==> config.mk <==
export PLATFORM = sky130hd
export DESIGN_NAME = vram_arbiter
export DESIGN_NICKNAME = d
export VERILOG_FILES = /design/src/rtl/vram_arbiter.sv
export SDC_FILE = /design/constraint.sdc
export NUM_CORES = 1
export LEC_CHECK = 0
export BUFFER_PORTS_ARGS = -buffer_cell sky130_fd_sc_hd__buf_2
export CAP_MARGIN = 40
export CORE_MARGIN = 4
export CORE_UTILIZATION = 40
export CTS_CLUSTER_DIAMETER = 120
export DETAILED_ROUTE_END_ITERATION = 10
export PLACE_DENSITY_LB_ADDON = 0.05
export SLEW_MARGIN = 40
export SYNTH_ARGS = -nofsm -noshare
export SYNTH_HDL_FRONTEND = slang
export SYNTH_SLANG_ARGS = --single-unit
==> constraint.sdc <==
create_clock -name clk -period 2.75 [get_ports clk]
set_clock_uncertainty 0.1 [all_clocks]
set_input_delay 0.55 -clock clk [delete_from_list [all_inputs] [get_ports clk]]
set_output_delay 0.55 -clock clk [all_outputs]
set_load 0.005 [all_outputs]
==> src/rtl/vram_arbiter.sv <==
// vram_arbiter: shares one single-port VRAM between the
// VGA fetch port (priority) and the CPU bus port.
module vram_arbiter #(
  parameter int AW       = 14,
  parameter int DW       = 32,
  parameter int MAX_WAIT = 4
) (
  input  logic            clk,
  input  logic            rst_n,
  input  logic            disp_req,
  input  logic [AW-1:0]   disp_addr,
  output logic [DW-1:0]   disp_rdata,
  output logic            disp_rvalid,
  output logic            disp_overrun,
  input  logic            cpu_req,
  input  logic            cpu_we,
  input  logic [DW/8-1:0] cpu_be,
  input  logic [AW-1:0]   cpu_addr,
  input  logic [DW-1:0]   cpu_wdata,
  output logic            cpu_ack,
  output logic [DW-1:0]   cpu_rdata,
  output logic            ram_en,
  output logic [DW/8-1:0] ram_we,
  output logic [AW-1:0]   ram_addr,
  output logic [DW-1:0]   ram_wdata,
  input  logic [DW-1:0]   ram_rdata
);

  localparam int BW = DW / 8;
  localparam int CW = $clog2(MAX_WAIT + 1);

  logic          pend_vld;
  logic [AW-1:0] pend_addr;
  logic [CW-1:0] wait_cnt;
  logic          cpu_busy;
  logic          s1_disp;
  logic          s1_cpu;

  logic          disp_cand;
  logic          cpu_cand;
  logic          at_max;
  logic          cpu_win;
  logic          disp_win;
  logic [AW-1:0] disp_sel;

  logic          pend_vld_n;
  logic [AW-1:0] pend_addr_n;
  logic          ovr_set;
  logic [CW-1:0] wait_cnt_n;

  // Winner selection: display first unless the CPU has starved.
  always_comb begin
    disp_cand = pend_vld | disp_req;
    cpu_cand  = cpu_req & ~cpu_busy;
    at_max    = (wait_cnt == CW'(MAX_WAIT));
    cpu_win   = cpu_cand & (~disp_cand | at_max);
    disp_win  = disp_cand & ~cpu_win;
    disp_sel  = pend_vld ? pend_addr : disp_addr;
  end

  // Pending slot, overrun detect and starvation counter update.
  always_comb begin
    pend_vld_n  = pend_vld;
    pend_addr_n = pend_addr;
    ovr_set     = 1'b0;
    wait_cnt_n  = wait_cnt;
    if (pend_vld) begin
      if (disp_win) begin
        pend_vld_n = disp_req;
        if (disp_req) pend_addr_n = disp_addr;
      end else if (disp_req) begin
        ovr_set = 1'b1;
      end
    end else if (disp_req && !disp_win) begin
      pend_vld_n  = 1'b1;
      pend_addr_n = disp_addr;
    end
    if (cpu_win || !cpu_req)
      wait_cnt_n = '0;
    else if (cpu_cand && !at_max)
      wait_cnt_n = wait_cnt + CW'(1);
  end

  // Arbitration state registers.
  always_ff @(posedge clk or negedge rst_n) begin
    if (!rst_n) begin
      pend_vld     <= 1'b0;
      pend_addr    <= '0;
      wait_cnt     <= '0;
      disp_overrun <= 1'b0;
    end else begin
      pend_vld     <= pend_vld_n;
      pend_addr    <= pend_addr_n;
      wait_cnt     <= wait_cnt_n;
      disp_overrun <= disp_overrun | ovr_set;
    end
  end

  // Register the winning command onto the RAM port.
  always_ff @(posedge clk or negedge rst_n) begin
    if (!rst_n) begin
      ram_en    <= 1'b0;
      ram_we    <= '0;
      ram_addr  <= '0;
      ram_wdata <= '0;
    end else begin
      ram_en <= cpu_win | disp_win;
      ram_we <= (cpu_win && cpu_we) ? cpu_be : BW'(0);
      if (cpu_win) begin
        ram_addr  <= cpu_addr;
        ram_wdata <= cpu_wdata;
      end else if (disp_win) begin
        ram_addr  <= disp_sel;
      end
    end
  end

  // Track issued accesses to the read-data cycle.
  always_ff @(posedge clk or negedge rst_n) begin
    if (!rst_n) begin
      s1_disp     <= 1'b0;
      s1_cpu      <= 1'b0;
      disp_rvalid <= 1'b0;
      cpu_ack     <= 1'b0;
    end else begin
      s1_disp     <= disp_win;
      s1_cpu      <= cpu_win;
      disp_rvalid <= s1_disp;
      cpu_ack     <= s1_cpu;
    end
  end

  // CPU stays busy from grant through its ack cycle.
  always_ff @(posedge clk or negedge rst_n) begin
    if (!rst_n)
      cpu_busy <= 1'b0;
    else if (cpu_win)
      cpu_busy <= 1'b1;
    else if (cpu_ack)
      cpu_busy <= 1'b0;
  end

  assign disp_rdata = disp_rvalid ? ram_rdata : '0;
  assign cpu_rdata  = cpu_ack ? ram_rdata : '0;

endmodule

==> After elaboration in Yosys (flattened, before gate mapping) <==
Index checks and enable logic that the tools add are counted.
{ "totals": {"register_bits": 75, "inputBits": 101, "out_inout_bits": 118, "wordCells": 59} }
{ "classes": {"add_sub_neg": 1, "eq_ne": 3, "muxes": 20, "n_bitwise": 10, "reduce_logical": 12} }
{ "ops": {"columns": ["op", "n"], "rows": [
  ["two-way mux 14 bit", 7],
  ["two-way mux 32 bit", 2],
  ["two-way mux 1 bit", 8],
  ["nonzero test 2 bit", 4],
  ["two-way mux 3 bit", 2],
  ["two-way mux 4 bit", 1],
  ["bitwise OR 1 bit", 4],
  ["adder 3 x 1 -> 3 bit, second input constant", 1],
  ["AND 1 bit", 3],
  ["== test 3 bit, second input constant", 1],
  ["logical AND 1 bit", 3],
  ["zero test 1 bit", 3],
  ["NOT 1 bit", 3],
  ["AND reduction 3 bit", 1],
  ["!= test 2 x 1 -> 1 bit, second input constant", 1],
  ["!= test 2 bit, second input constant", 1],
  ["logical OR 1 bit", 1]
]} }

==> Logic depth before layout (Yosys ltp) <==
Gate-level depths: netlist (run 1).
{ "logic_depth": {"depth_word": 10, "mapped_depth": 7, "mapped_depth_nobuf": 5} }

==> Least setup slack after synthesis (run 1) <==
Ideal clock, no wire load.
{ "synth_path": {"path_type": "register -> register", "start": "register wait_cnt[0]", "end": "register pend_addr[10]", "setup_time_ns": 0.125, "arrival_time_ns": 1.669, "required_ns": 2.525, "setup_slack_ns": 0.856, "stages_incl_launch_ff": 7, "path_buffers": 1, "period_less_slack_ns": 1.894, "cell_sequence": "dfrtp_1 -> inv_1 -> ha_1 -> and4b_4 -> mux2i_4 -> buf_6 -> mux2_4"} }
{ "synth_between": {"elab_chain_len": 9, "elab_cells_between_ends": 10, "cone_classes": "2 x eq/ne; 4 x bitwise; 4 x reduce/logical"} }
{ "synth_rtl": {"columns": ["element", "line", "source"], "rows": [
  ["start, declared", "34", "logic [CW-1:0] wait_cnt;"],
  ["start signal, assigned", "94", "wait_cnt <= wait_cnt_n;"],
  ["== test 3 bit (*)", "55", "at_max = (wait_cnt == CW'(MAX_WAIT));"],
  ["bitwise OR 1 bit (*)", "56", "cpu_win = cpu_cand & (~disp_cand | at_max);"],
  ["AND 1 bit (*)", "56", null],
  ["NOT 1 bit (*)", "57", "disp_win = disp_cand & ~cpu_win;"],
  ["AND 1 bit (*)", "57", null],
  ["zero test 1 bit", "74", "end else if (disp_req && !disp_win) begin"],
  ["logical AND 1 bit", "74", null],
  ["nonzero test 2 bit (no line)", null, null],
  ["AND reduction 3 bit (no line) (*)", null, null],
  ["end signal, assigned", "93", "pend_addr <= pend_addr_n;"],
  ["end, declared", "33", "logic [AW-1:0] pend_addr;"]
]} }
Mark *: on every way between the ends. The rest lies on a longest branch, timed or not.
A chain may end at the register's enable or synchronous reset.

==> Final worst setup path (run 1) <==
{ "layout_path": {"start": "register disp_rvalid", "end": "output port disp_rdata[30]"} }
{ "layout_between": {"elab_chain_len": 1} }
{ "layout_rtl": {"columns": ["element", "line", "source"], "rows": [
  ["start, declared", "13", "output logic disp_rvalid,"],
  ["start signal, assigned", "128", "disp_rvalid <= s1_disp;"],
  ["two-way mux 32 bit", "143", "assign disp_rdata = disp_rvalid ? ram_rdata : '0;"],
  ["end, declared", "12", "output logic [DW-1:0] disp_rdata,"]
]} }
No other way between the ends.

==> impl_metrics.env, run 1 <==
export IMPL_grtUsageTotal_pct=18.5
export IMPL_avgSynthCellArea_sq_um=12.0
export IMPL_drtAntennaViolNets=0
export IMPL_critPathKind="reg2out"
export IMPL_ir_drop_uv=341
export IMPL_leakage_nw=2.65
export IMPL_final_core_util_pct=57.1
export IMPL_dp_cells=617
export IMPL_arrival_ns=1.48
export IMPL_antenna_found_initial=0
export IMPL_grt_pass1_wl_microns=16100
export IMPL_critPathMaxFanout=33
export IMPL_synth_edff_count=0
export IMPL_area_delta_synth_final_pct=37.4
export IMPL_netlist_area_sq_mm=0.00368
export IMPL_slew_headroom_pct=53.6
export IMPL_htreeDepth=3
export IMPL_rsz0062_at_grt="no"
export IMPL_die_w_microns=104
export IMPL_routed_via_density=4.86
export IMPL_power_density_mw_per_mm2=807
export IMPL_multiInputGateArea_sq_mm=0.00168
export IMPL_syn_inst=307
export IMPL_synth_flop_cell="dfrtp_1"
export IMPL_wl_per_cell_microns=15.8
export IMPL_seq_area_frac_synth_pct=51.0
export IMPL_dp_slack_ns=0.541
export IMPL_die_y_microns=104
export IMPL_worst_pin_slew_ns=0.697
export IMPL_drv_slew=0
export IMPL_rows=34
export IMPL_coreArea_sq_mm=0.00885
export IMPL_postCtsSetupRepairBufs=0
export IMPL_globalplace_congestion=0.824
export IMPL_cts_root_buf="clkbuf_8"
export IMPL_synthDistinctLibCells=32
export IMPL_setup_violations=0
export IMPL_cts_clk_slew_worst_paths_ns=0.09
export IMPL_via_count=3076
export IMPL_hold_viol=0
export IMPL_grt_pass1_vias=3027
export IMPL_antenna_cells=0
export IMPL_status="finished, final reports clean"
export IMPL_syn_nets=410
export IMPL_numCtsBuffers=9
export IMPL_dieArea_sq_mm=0.0108
export IMPL_ys_async_sr_fraction_pct=100
export IMPL_final_nets=623
export IMPL_synth_seq_cells=75
export IMPL_grt_start_max_net_pins=42
export IMPL_initial_utilization_pct=41.6
export IMPL_overflow=0
export IMPL_finalCriticalPeriod_ns=2.13
export IMPL_hold_path_class="in2async"
export IMPL_setup_tns_ns=0
export IMPL_yosysWarningCount=0
export IMPL_seq_area_sq_mm=0.00188
export IMPL_ctsResizeCount=0
export IMPL_hpwlAfterDp_microns=7650
export IMPL_drive_above_1_share_pct=58.1
export IMPL_worst_slack_ns=0.617
export IMPL_wirelength_microns=10000
export IMPL_period_share_pct=77.6
export IMPL_clock_sinks=75
export IMPL_ctsHoldBuffers=0
export IMPL_cts_tree="built"
export IMPL_io_buffers=218
export IMPL_clk_latency_ns=0.34
export IMPL_clk_path_buf_depth=2
export IMPL_instances_no_fill=633
export IMPL_drv_cap=0
export IMPL_fillers=801
export IMPL_worst_ep_required_time_ns=2.10
export IMPL_crit_path_start_kind="flop"
export IMPL_dr_pass1_iters=4
export IMPL_drt_initial_drc_count=119
export IMPL_drc=0
export IMPL_fmax_mhz=469
export IMPL_end_kind="output pin"
export IMPL_io_pins=219
[state kept, by name, summed over array words and instances, names as in the netlist]
signal and flops:
pend_addr 14, s1_cpu 1, pend_vld 1, ram_we 4, ram_wdata 32, cpu_busy 1
wait_cnt 3, ram_addr 14, cpu_ack 1, disp_overrun 1, disp_rvalid 1, ram_en 1
s1_disp 1
[synthesized netlist by cell type (3+ instances only)]
library cell	number	share of area, %
inv_1	4	0.41
nand2_1	4	0.41
o21ai_0	13	1.8
mux2_4	10	4.1
mux2_2	36	11
a21boi_0	3	0.61
buf_2	7	0.95
and3_1	16	2.7
clkbuf_1	10	1.0
dfrtp_1	75	51
and2_1	65	11
mux2i_1	14	3.8
a31o_2	13	3.1
buf_4	3	0.61
or3_1	12	2.0
[critical path, cell delays in order, from the launching register on]
cell and delay [ns]:
dfrtp_1 0.79, and2_1 0.23, buf_2 0.11
[final timing paths]
path | start | endpoint | slack, ns | depth (start not counted)
max in group asynchronous | rst_n | cpu_ack | 1.92 | 2
setup reg to reg | wait_cnt[0] | pend_addr[11] | 0.72 | 6
hold reg to reg | s1_cpu | cpu_ack | 0.25 | 0
hold / removal | rst_n | ram_wdata[24] | 0.04 | 1
setup / recovery | disp_rvalid | disp_rdata[30] | 0.62 | 2
min in group clk | s1_cpu | cpu_ack | 0.25 | 0
[cells in the final DEF, fill, tap and decap left out, types with 4 or more instances in the layout]
master      n
inv_1       4
o21ai_0    13
or3_1      12
mux2i_1    14
and2_1     65
nand2_1     4
buf_2     217
and3_1     16
mux2_4     10
mux2_2     36
a31o_2     13
dfrtp_1    74
buf_4       5
clkbuf_8    9
[metrics by stage]
| stage | hold WS (ns) | cell area (sq um) | power, W |
|---|---|---|---|
| floorplan | 0.154 | 3680 | 0.00264 |
| global placement | 0.233 | 4870 | 0.00331 |
| detailed placement | 0.235 | 4870 | 0.00334 |
| CTS | 0.0441 | 5050 | 0.00415 |
| global route | 0.0561 | 5050 | 0.00437 |
| finish | 0.0374 | 5050 | 0.00408 |
[metal layers]
metal	global-route usage (%)	vias up	wire, microns	part of all wire [%]
met4	4.84	0	91	0.91
met2	33.7	126	5280	53
met3	5.77	10	752	7.5
li1	-	1495	-	-
met1	20.9	1445	3880	39
met5	0	-	0	0
[where the power goes]
part / leakage (nW) / total, W / switching, W / internal [W]
combinational: 1.65 / 0.00148 / 0.000607 / 0.000875
sequential: 0.912 / 0.00180 / 0.000247 / 0.00156
clock: 0.0925 / 0.000794 / 0.000451 / 0.000343
[layout make-up]
cell class / instances / share of cell area, %
clock inverters: 7 / 1.16
repair buffers: 224 / 23.0
well taps: 108 / 2.67
inverters: 4 / 0.297
flip-flops and latches: 75 / 37.2
multi-input cells: 206 / 33.2
clock buffers: 9 / 2.45
[cell families (layout without fill, tap and decap cells)]
| logic type | count (synthesis) | count (layout) | synth area share (%) |
|---|---|---|---|
| fa+ha+maj | 3 | 3 | 0.952 |
| flops | 75 | 75 | 51.0 |
| buf+inv | 26 | 244 | 3.44 |
| simple gates | 109 | 109 | 18.5 |
| compound gates | 33 | 33 | 6.60 |
| mux | 61 | 61 | 19.5 |
Note: power is estimated with default switching activity, not from simulation.
==> run 2: changes to the inputs <==
Settings changed: ABC_AREA set to 1.
Clock period 2.75 ns to 1.9 ns, I/O delays scaled along.
==> run 2 against run 1 <==
Effect of this change: non-clock buffer count is 9 higher; sequential cell count unchanged; sequential share of layout area fell by 0.82 points; global-route usage rose by 1.1 points; register-to-register slack worse by 0.53 ns.
==> impl_metrics.env, run 2 <==
export IMPL_status="finished, final reports clean"
export IMPL_cts_clk_slew_worst_paths_ns=0.08
export IMPL_drive_above_1_share_pct=34.3
export IMPL_hold_path_class="in2reg"
export IMPL_hpwlAfterDp_microns=8260
export IMPL_crit_path_start_kind="flop"
export IMPL_netlist_area_sq_mm=0.00371
export IMPL_worstRegToRegCells=10
export IMPL_grtUsageTotal_pct=19.6
export IMPL_rows=34
export IMPL_antenna_cells=0
export IMPL_layout_common_cells="270 x nand2_1, 217 x buf_2, 85 x inv_1"
export IMPL_dieArea_sq_mm=0.0109
export IMPL_synth_flop_cell="dfrtp_1"
export IMPL_drtAntennaViolNets=0
export IMPL_io_buffers=218
export IMPL_setup_violations=0
export IMPL_critPathMaxFanout=34
export IMPL_synthDistinctLibCells=19
export IMPL_clock_power_share_pct=39.8
export IMPL_die_y_microns=104
export IMPL_finalCriticalPeriod_ns=1.76
export IMPL_power_switching_w=0.000786
export IMPL_drt_initial_drc_count=225
export IMPL_reg2reg_to="ram_addr[11]"
export IMPL_wirelength_microns=10900
export IMPL_synth_edff_count=0
export IMPL_ys_top_cells_by_count="270 x nand2_1, 85 x inv_1, 75 x dfrtp_1"
export IMPL_dp_cells=833
export IMPL_yosysMostFrequentCell="nand2_1"
export IMPL_cellInternalPower_w=0.00257
export IMPL_clk_path_buf_depth=2
export IMPL_largest_register="ram_wdata"
export IMPL_setup_tns_ns=0
export IMPL_hold_depth=3
export IMPL_instances_no_fill=849
export IMPL_worst_pin_slew_ns=0.407
export IMPL_coreArea_sq_mm=0.00889
export IMPL_power_density_mw_per_mm2=650
export IMPL_synth_seq_cells=75
export IMPL_area_delta_synth_final_pct=39.3
export IMPL_period_share_pct=92.8
export IMPL_wl_per_cell_microns=12.8
export IMPL_synthTopCellsByArea="dfrtp_1 51%, nand2_1 27%, inv_1 8.6%"
export IMPL_slew_headroom_pct=72.9
export IMPL_ir_drop_uv=309
export IMPL_arrival_ns=1.28
export IMPL_clock_sinks=75
export IMPL_drv_cap=0
export IMPL_routed_via_density=4.45
export IMPL_fmax_mhz=567
export IMPL_via_count=3778
export IMPL_largest_register_ffs=32
export IMPL_largestRegisters="ram_wdata (32), pend_addr (14), ram_addr (14)"
export IMPL_worst_ep_required_time_ns=1.42
export IMPL_leakage_nw=3.66
export IMPL_clk_latency_ns=0.33
export IMPL_htreeDepth=3
export IMPL_critPathKind="reg2out"
export IMPL_yosysTopAreaCell="dfrtp_1"
export IMPL_numCtsBuffers=9
export IMPL_postCtsSetupRepairBufs=0
export IMPL_dr_pass1_iters=4
export IMPL_grt_pass1_wl_microns=17500
export IMPL_swShare_pct=23.4
export IMPL_cts_tree="built"
export IMPL_hold_path_end="ram_wdata[29]"
export IMPL_power_frac_comb_pct=10.7
export IMPL_netlist_area_leader_share_pct=50.6
export IMPL_yosysWarningCount=0
export IMPL_io_pins=219
export IMPL_grt_pass1_vias=3639
export IMPL_end_kind="output pin"
export IMPL_grt_start_max_net_pins=37
export IMPL_initial_utilization_pct=41.7
export IMPL_hold_viol=0
export IMPL_avgSynthCellArea_sq_um=7.13
export IMPL_die_w_microns=104
export IMPL_final_core_util_pct=58.1
export IMPL_cts_root_buf="clkbuf_8"
export IMPL_hold_start="cpu_wdata[29]"
export IMPL_r2r_setup_slack_ns=0.19
export IMPL_seq_area_frac_synth_pct=50.6
export IMPL_antenna_found_initial=1
export IMPL_p_seq_share_pct=49.5
export IMPL_ys_async_sr_fraction_pct=100
export IMPL_drv_slew=0
export IMPL_syn_nets=623
export IMPL_hold_slack_ns=0.131
export IMPL_rsz0062_at_grt="no"
export IMPL_syn_inst=520
export IMPL_globalplace_congestion=0.810
export IMPL_final_common_cell="nand2_1"
export IMPL_drc=0
export IMPL_final_nets=840
export IMPL_overflow=0
export IMPL_timing_rr_start="wait_cnt[0]"
[run 2: cell types whose count changed after synthesis, moves of 10 or more]
| cell | change |
|---|---|
| mux2i_1 | -14 |
| mux2_4 | -10 |
| mux2_2 | -36 |
| and2_1 | -65 |
| nand2_1 | +266 |
| a31o_2 | -13 |
| o21ai_0 | -10 |
| nand3_1 | +24 |
| or3_1 | -12 |
| nand4_1 | +14 |
| inv_1 | +81 |
| and3_1 | -16 |
[run 2: critical path, cell delays in order, from the launching register on]
cell     delay (ns)
dfrtp_1        0.32
buf_4          0.31
nand2_1        0.13
inv_1          0.08
buf_2          0.11
[run 2: cells by family after synthesis]
logic type | synth area share (%)
buffers and inverters | 12.4
AOI/OAI and AO/OA | 1.18
and+or+nand+nor | 34.9
DFF | 50.6
xor gates and xnor gates | 0.236
adders and majority gates | 0.674
[run 2: through the flow]
stage	total power, W	instance area, sq um	worst slack, ns
after floorplan	0.00181	3710	0.390
after global placement	0.00205	4930	0.223
after detailed placement	0.00205	4930	0.127
after CTS	0.00340	5160	0.111
after global routing	0.00353	5170	0.00498
final	0.00336	5170	0.136
[run 2: cell type report]
class | count | area (sq um)
flip-flops and latches | 75 | 1880
well taps | 108 | 135
clock buffers | 10 | 138
repair buffers | 233 | 1230
inverters | 87 | 327
multi-input cells | 331 | 1380
clock inverters | 5 | 77.6
fillers | 880 | 3720
[run 2: what timing repair did]
action                     in CTS  in global routing
setup endpoints to repair       0                 13
hold buffers                    1                  0
hold endpoints to repair       27                  0
gates resized for setup         0                  1
[run 2: routing by layer]
metal	global-route usage, %	vias up	part of all wire [%]
met5	0	-	0.11
met4	4.65	2	1.1
met3	6.21	12	8.3
met2	33.5	155	49
li1	-	1959	-
met1	23.9	1650	41
[run 2: power groups by stage]
stage | Clock (W) | Sequential [W] | Combinational, W
after floorplan | 0 | 0.00170 | 0.000115
final | 0.00134 | 0.00166 | 0.000359
after global placement | 0 | 0.00169 | 0.000359
after detailed placement | 0 | 0.00169 | 0.000362
after global routing | 0.00145 | 0.00167 | 0.000410
after CTS | 0.00137 | 0.00166 | 0.000365
[run 2: how the worst max path moves through the flow]
stage                     slack [ns]  cells past startpoint        start            end
final                           0.14                      4      cpu_ack   cpu_rdata[7]
after global routing           0.005                      4      cpu_ack   cpu_rdata[7]
after CTS                       0.11                      4      cpu_ack   cpu_rdata[7]
after detailed placement        0.13                      9  wait_cnt[0]   pend_addr[9]
after global placement          0.22                      9  wait_cnt[0]   pend_addr[7]
after floorplan                 0.39                     10  wait_cnt[0]  pend_addr[10]
